$ cat config.mk
export PLATFORM = sky130hd
export DESIGN_NAME = mem_byte_streamer
export DESIGN_NICKNAME = d
export VERILOG_FILES = /design/src/rtl/mem_byte_streamer_pkg.sv /design/src/rtl/byte_fifo.sv /design/src/rtl/mem_byte_streamer.sv
export SDC_FILE = /design/constraint.sdc
export NUM_CORES = 1
export LEC_CHECK = 0
export CORE_ASPECT_RATIO = 1.1
export CORE_MARGIN = 3
export CORE_UTILIZATION = 50
export CTS_CLUSTER_SIZE = 16
export DETAILED_ROUTE_END_ITERATION = 10
export PLACE_DENSITY = 0.76
export SYNTH_ARGS = -nofsm -noshare
export SYNTH_HDL_FRONTEND = slang
export SYNTH_SLANG_ARGS = --single-unit
$ cat constraint.sdc
create_clock -name clk -period 6.1 [get_ports clk]
set_input_delay 1.22 -clock clk [delete_from_list [all_inputs] [get_ports clk]]
set_output_delay 1.22 -clock clk [all_outputs]
set_load 0.02 [all_outputs]
$ cat src/rtl/mem_byte_streamer_pkg.sv
// Shared constants for the memory byte streamer: default parameters, top-level FSM
// encoding and strobe-phase encoding.
package mem_byte_streamer_pkg;

  localparam int unsigned DEF_ADDR_W      = 32;
  localparam int unsigned DEF_DATA_W      = 32;
  localparam int unsigned DEF_FIFO_DEPTH  = 16;
  localparam int unsigned DEF_LEN_W       = 11;
  localparam int unsigned DEF_HALF_PERIOD = 4;

  typedef logic [1:0] state_t;
  localparam state_t ST_IDLE  = 2'd0;
  localparam state_t ST_RUN   = 2'd1;
  localparam state_t ST_FLUSH = 2'd2;

  typedef logic [1:0] phase_t;
  localparam phase_t PH_IDLE = 2'd0;
  localparam phase_t PH_HIGH = 2'd1;
  localparam phase_t PH_LOW  = 2'd2;

  // Width of the byte-lane index; kept at least 1 so an 8-bit memory still has a legal vector.
  function automatic int unsigned lane_bits(input int unsigned data_w);
    return (data_w > 8) ? $clog2(data_w / 8) : 1;
  endfunction

endpackage

$ cat src/rtl/byte_fifo.sv
// Byte-wide synchronous FIFO with first-word fall-through read data and an occupancy count.
module byte_fifo #(
  parameter int unsigned DEPTH = 16
) (
  input  logic                   clk,
  input  logic                   rst,
  input  logic                   push,
  input  logic [7:0]             wdata,
  input  logic                   pop,
  output logic [7:0]             rdata,
  output logic                   full,
  output logic                   empty,
  output logic [$clog2(DEPTH):0] level
);

  localparam int unsigned PTR_W = $clog2(DEPTH);

  logic [7:0]     mem_q [DEPTH];
  logic [PTR_W:0] wr_ptr_q;
  logic [PTR_W:0] rd_ptr_q;
  logic           do_push;
  logic           do_pop;

  // Pointers carry one extra wrap bit so full and empty are distinguishable.
  assign level   = wr_ptr_q - rd_ptr_q;
  assign empty   = (level == '0);
  assign full    = (level == (PTR_W + 1)'(DEPTH));
  assign rdata   = mem_q[rd_ptr_q[PTR_W-1:0]];
  assign do_push = push && !full;
  assign do_pop  = pop && !empty;

  always_ff @(posedge clk) begin
    if (rst) begin
      wr_ptr_q <= '0;
      rd_ptr_q <= '0;
    end else begin
      if (do_push) wr_ptr_q <= wr_ptr_q + 1'b1;
      if (do_pop)  rd_ptr_q <= rd_ptr_q + 1'b1;
    end
  end

  always_ff @(posedge clk) begin
    if (do_push) mem_q[wr_ptr_q[PTR_W-1:0]] <= wdata;
  end

endmodule

$ cat src/rtl/mem_byte_streamer.sv
// Streams bytes from a word-wide memory to a parallel port, one byte per read, through a
// byte FIFO; output is a timed strobe or an ack handshake, with optional stop at NUL.
module mem_byte_streamer
  import mem_byte_streamer_pkg::*;
#(
  parameter int unsigned ADDR_W      = DEF_ADDR_W,
  parameter int unsigned DATA_W      = DEF_DATA_W,
  parameter int unsigned FIFO_DEPTH  = DEF_FIFO_DEPTH,
  parameter int unsigned LEN_W       = DEF_LEN_W,
  parameter int unsigned HALF_PERIOD = DEF_HALF_PERIOD
) (
  input  logic              clk,
  input  logic              rst,
  input  logic              start,
  input  logic [ADDR_W-1:0] base_addr,
  input  logic [LEN_W-1:0]  max_len,
  input  logic              nul_stop,
  input  logic              ack_mode,
  output logic              mem_rd_en,
  output logic [ADDR_W-1:0] mem_addr,
  input  logic [DATA_W-1:0] mem_rdata,
  output logic [7:0]        out_data,
  output logic              out_strobe,
  input  logic              out_ack,
  output logic              busy,
  output logic              done,
  output logic [LEN_W-1:0]  sent_count
);

  localparam int unsigned BYTES  = DATA_W / 8;
  localparam int unsigned LANE_W = lane_bits(DATA_W);
  localparam int unsigned LVL_W  = $clog2(FIFO_DEPTH) + 1;
  localparam int unsigned CNT_W  = $clog2(HALF_PERIOD + 1);
  localparam logic [ADDR_W-1:0] LANE_MASK = ADDR_W'(BYTES - 1);

  // Transfer control
  state_t            state_q, state_d;
  logic [ADDR_W-1:0] addr_q;
  logic [LEN_W-1:0]  max_len_q;
  logic              nul_stop_q;
  logic              ack_mode_q;
  logic [LEN_W-1:0]  fetched_q;
  logic              inflight_q;
  logic [LANE_W-1:0] lane_q;
  logic              nul_seen_q;

  // Output side
  phase_t            phase_q, phase_d;
  logic [CNT_W-1:0]  phase_cnt_q, phase_cnt_d;
  logic [7:0]        out_data_q, out_data_d;
  logic              out_strobe_q, out_strobe_d;
  logic [LEN_W-1:0]  sent_count_q, sent_count_d;

  logic              accept;
  logic              fetch_more;
  logic              issue;
  logic [LVL_W:0]    occupancy;
  logic [7:0]        rd_byte;
  logic              rd_is_nul;
  logic              push;
  logic              pop;
  logic              load_next;
  logic              cnt_last;
  logic              done_w;

  logic [7:0]        fifo_rdata;
  logic              fifo_full;
  logic              fifo_empty;
  logic [LVL_W-1:0]  fifo_level;

  byte_fifo #(
    .DEPTH (FIFO_DEPTH)
  ) u_fifo (
    .clk   (clk),
    .rst   (rst),
    .push  (push),
    .wdata (rd_byte),
    .pop   (pop),
    .rdata (fifo_rdata),
    .full  (fifo_full),
    .empty (fifo_empty),
    .level (fifo_level)
  );

  assign accept     = (state_q == ST_IDLE) && start;
  assign fetch_more = (state_q == ST_RUN) && !nul_seen_q && (fetched_q < max_len_q);
  // Count the outstanding read against the FIFO so its byte always has a slot.
  assign occupancy  = {1'b0, fifo_level} + {{LVL_W{1'b0}}, inflight_q};
  assign issue      = fetch_more && (occupancy < (LVL_W + 1)'(FIFO_DEPTH));
  assign rd_byte    = 8'(mem_rdata >> {lane_q, 3'b000});
  assign rd_is_nul  = nul_stop_q && (rd_byte == 8'h00);
  // A read returning after the NUL was seen is dropped, as is the NUL itself.
  assign push       = inflight_q && !nul_seen_q && !rd_is_nul && !fifo_full;
  assign cnt_last   = (phase_cnt_q == CNT_W'(HALF_PERIOD - 1));

  assign mem_rd_en  = issue;
  assign mem_addr   = addr_q & ~LANE_MASK;
  assign out_data   = out_data_q;
  assign out_strobe = out_strobe_q;
  assign sent_count = sent_count_q;
  assign busy       = (state_q != ST_IDLE);
  assign done       = done_w;

  always_comb begin
    state_d = state_q;
    done_w  = 1'b0;
    unique case (state_q)
      ST_IDLE: begin
        if (start) state_d = ST_RUN;
      end
      ST_RUN: begin
        if (!inflight_q && (nul_seen_q || (fetched_q == max_len_q))) state_d = ST_FLUSH;
      end
      ST_FLUSH: begin
        if (fifo_empty && (phase_q == PH_IDLE)) begin
          state_d = ST_IDLE;
          done_w  = 1'b1;
        end
      end
      default: state_d = ST_IDLE;
    endcase
  end

  always_comb begin
    phase_d      = phase_q;
    phase_cnt_d  = phase_cnt_q;
    out_data_d   = out_data_q;
    out_strobe_d = out_strobe_q;
    sent_count_d = sent_count_q;
    load_next    = 1'b0;
    pop          = 1'b0;
    unique case (phase_q)
      PH_IDLE: begin
        load_next = !fifo_empty;
      end
      PH_HIGH: begin
        if (ack_mode_q ? out_ack : cnt_last) begin
          out_strobe_d = 1'b0;
          phase_d      = PH_LOW;
          phase_cnt_d  = '0;
          if (sent_count_q < max_len_q) sent_count_d = sent_count_q + 1'b1;
        end else begin
          phase_cnt_d = phase_cnt_q + 1'b1;
        end
      end
      PH_LOW: begin
        if (ack_mode_q ? !out_ack : cnt_last) begin
          if (fifo_empty) phase_d = PH_IDLE;
          else            load_next = 1'b1;
        end else begin
          phase_cnt_d = phase_cnt_q + 1'b1;
        end
      end
      default: phase_d = PH_IDLE;
    endcase
    // Chain straight from the low phase into the next byte so the period stays exact.
    if (load_next) begin
      pop          = 1'b1;
      out_data_d   = fifo_rdata;
      out_strobe_d = 1'b1;
      phase_d      = PH_HIGH;
      phase_cnt_d  = '0;
    end
    if (accept) sent_count_d = '0;
  end

  always_ff @(posedge clk) begin
    if (rst) begin
      state_q      <= ST_IDLE;
      addr_q       <= '0;
      max_len_q    <= '0;
      nul_stop_q   <= 1'b0;
      ack_mode_q   <= 1'b0;
      fetched_q    <= '0;
      inflight_q   <= 1'b0;
      lane_q       <= '0;
      nul_seen_q   <= 1'b0;
      phase_q      <= PH_IDLE;
      phase_cnt_q  <= '0;
      out_data_q   <= '0;
      out_strobe_q <= 1'b0;
      sent_count_q <= '0;
    end else begin
      state_q      <= state_d;
      inflight_q   <= issue;
      phase_q      <= phase_d;
      phase_cnt_q  <= phase_cnt_d;
      out_data_q   <= out_data_d;
      out_strobe_q <= out_strobe_d;
      sent_count_q <= sent_count_d;
      if (accept) begin
        addr_q     <= base_addr;
        max_len_q  <= max_len;
        nul_stop_q <= nul_stop;
        ack_mode_q <= ack_mode;
        fetched_q  <= '0;
        nul_seen_q <= 1'b0;
      end else begin
        if (issue) begin
          addr_q    <= addr_q + 1'b1;
          fetched_q <= fetched_q + 1'b1;
          lane_q    <= addr_q[LANE_W-1:0] & LANE_MASK[LANE_W-1:0];
        end
        if (inflight_q && rd_is_nul) nul_seen_q <= 1'b1;
      end
    end
  end

endmodule

==> impl_metrics.ini <==
[global_route]
grt_pass1_vias = 7136
grt_start_max_net_pins = 83
grt.total_usage_pct = 21.49
grt_first_pass_wirelength_mm = 38.30
antenna_found_initial = 0
grt_overflow_total = 0

[final_layout]
final_area_um2 = 12670
nets = 1117
syn2layout_area_growth_pct = 19.95
fin_util_pct = 61.37
antenna_cells = 0
drive_gt1_share_pct = 11.42

[pwr]
ir_worst_vdd_uv = 278.1
cellPowerDensity_nw_per_um2 = 332.7
p_leak_nw = 4.300

[worst_setup_path]
slowest_delay_ns = 0.79
path_max_fanout = 11
endpoint_kind = output port
crit_type = reg2out
worstPathCellList = inv_1 > ha_1 > nand3b_1 > a21boi_0 > o221ai_1 > nor3_1 > and3b_1 > clkdlybuf4s50_1
r2r_slack_ns = 2.03
slowest_stage = dfxtp_1
worstSetupStartpointType = flop
crit_arrival_ns = 3.75
cp_data_required_time_ns = 4.88

[placed_design]
pre_cts_slack_ns = 1.577
gp_congestion = 0.8181
port_buffers = 133
place_area_um2 = 11920
place_hpwl_mm = 16.55

[timing]
slew_headroom_pct = 24.62
period_needed_ns = 4.966
worst_pin_slew_ns = 1.127
fin_worst_skew_ns = 0.02249
period_share_pct = 81.41
final_hold_viol_count = 0
max_freq_mhz = 201.4
setup_ws_ns = 1.134
fin_tns_setup_ns = 0
rsz0062_at_grt = no
hold_slack_ns = 0.4513
setup_viol = 0
maxSlewViolCount = 0

[clock_tree]
clkTransAtPathRegs_ns = 0.06
cts_tree = built
cts-resized-gates = 0
post_cts_buffers = 0
root_buffer = clkbuf_16
cts_hold_buf = 0
numClockSinks = 225
numCtsBuffers = 23
htreeDepth = 1
clk_latency_ns = 0.52
clockBufferDepth = 3

[floorplanning]
initial_core_util_pct = 51.16
rows = 55
die_x_um = 144.6
fp.dieH_um = 158.4
ios = 136
die_area_um2 = 22910
core_area_um2 = 20640

[logic_synthesis]
ys_seq_area_share_pct = 54.77
ys_types = 64
ys.flop_type = edfxtp_1
avgSynthCellArea_um2 = 11.72
synth_edf_count = 128
ys.warnings.count = 0
syn_inst = 901
ys_async_sr_fraction_pct = 0
syn_area_um2 = 10560
ys_ff_latch = 225

[routing]
wirelength_mm = 24.80
vias_per_cell = 5.804
vias = 7383
drc = 0
antenna_left = 0
first_pass_iters = 5
drt_iter0_markers = 493
wl_per_cell_um = 19.49

[hold_path]
hold_class = reg2reg

[outcome]
outcome = completed

[run]
drv_cap = 0
[path summary, 6_finish.rpt]
check / startpoint / to / depth (start not counted)
worst max-delay path: u_fifo.rd_ptr_q[2] / done / 8
worst min-delay path: max_len_q[3] / max_len_q[3] / 2
worst max register to register: u_fifo.rd_ptr_q[2] / u_fifo.mem_q[13][4] / 8
worst min register to register: max_len_q[3] / max_len_q[3] / 2
[routing by layer]
| layer | vias to the layer above | global-route usage (%) | part of all wire [%] |
|---|---|---|---|
| li1 | 3515 | - | - |
| met1 | 3551 | 29.17 | 42 |
| met2 | 278 | 36.15 | 49 |
| met3 | 39 | 3.605 | 7.3 |
| met4 | 0 | 5.731 | 2.2 |
| met5 | - | 0 | 0 |
[synthesized netlist by cell type, types with 4 or more instances]
cell type / n / area, um^2
nor3_1: 23 / 115.1
nand2_1: 101 / 379.1
mux4_2: 48 / 1081
o211ai_1: 6 / 45.04
edfxtp_1: 128 / 3844
a21o_1: 4 / 30.03
clkbuf_1: 35 / 131.4
ha_1: 35 / 437.9
inv_1: 28 / 105.1
a21oi_1: 66 / 330.3
and3_1: 14 / 87.58
buf_4: 34 / 255.2
or3_1: 16 / 100.1
dfxtp_1: 97 / 1942
and2_1: 4 / 25.02
nand4_1: 13 / 81.33
a31oi_1: 9 / 56.30
xor2_1: 8 / 70.07
a211oi_1: 11 / 82.58
a311oi_1: 6 / 52.55
nand2b_1: 6 / 37.54
buf_2: 6 / 30.03
nand3_1: 22 / 110.1
nor2_1: 73 / 274.0
nor4_1: 6 / 37.54
mux2i_1: 8 / 80.08
o21ai_0: 21 / 105.1
xnor2_1: 18 / 157.7
[kinds of logic after synthesis]
family / after synthesis / share of synthesized area [%]
compound gates: 148 / 8.825
mux: 56 / 10.99
buf+inv: 107 / 5.094
xor+xnor: 26 / 2.156
fa+ha+maj: 36 / 4.335
other cells: 1 / 0.03550
flops: 225 / 54.77
simple gates: 302 / 13.79
[power breakdown]
group	switching (W)	internal (W)	total [W]
clock	0.000585	0.000820	0.00141
combinational	0.000562	0.000463	0.00102
sequential	0.0000811	0.00170	0.00178
[sequential cells by signal, summed over array words and instances, names as in the netlist, 5 cells and up]
signal,flops
u_fifo.mem_q,128
sent_count,11
u_fifo.wr_ptr_q,5
u_fifo.rd_ptr_q,5
fetched_q,11
out_data,8
addr_q,32
max_len_q,11
[layout by cell type (no fill, tap or decap), types with 3 or more instances in the layout]
master,count
a31oi_1,9
or3_1,16
nand3_1,22
a21o_1,4
nor3_2,3
buf_4,17
nor3b_1,3
o211ai_1,6
nor2_1,73
clkinv_1,5
clkbuf_16,23
nand2_1,101
o21ai_0,21
a211oi_1,11
xor2_1,8
nor4_1,6
mux4_2,48
xnor2_1,18
a21oi_1,66
clkinv_2,5
nand4_1,13
edfxtp_1,128
a221oi_1,3
nand2b_1,6
bufinv_16,3
clkdlybuf4s50_1,132
and2_1,4
mux2i_1,8
inv_1,28
dfxtp_1,96
ha_1,35
a311oi_1,6
and3_1,14
nor3_1,23
[worst max-delay path: cells and delay by family (launching register included)]
kind,cells,cell delay [ns]
adder cells (fa/ha/maj),1,0.41
flip-flops,1,0.79
AND/OR/NAND/NOR,3,0.60
AO/OA/AOI/OAI,2,0.61
buffers and inverters,2,0.82
[layout make-up]
type                       count  area, um^2
tap                          256       320.3
fill                        1642        7975
multi-input combinational    570        4244
timing repair buffer         150        1454
clock buffer                  24       579.3
sequential                   225        5787
clock inverter                17       171.4
inverter                      30       113.9
[stage by stage]
step | total power, W | std cells
floorplan | 0.002525 | 902
global placement | 0.002821 | 1231
detailed placement | 0.002838 | 1231
CTS | 0.004250 | 1272
global route | 0.004407 | 1272
finish | 0.004215 | 1272
Power figures use the tool's default switching activity.
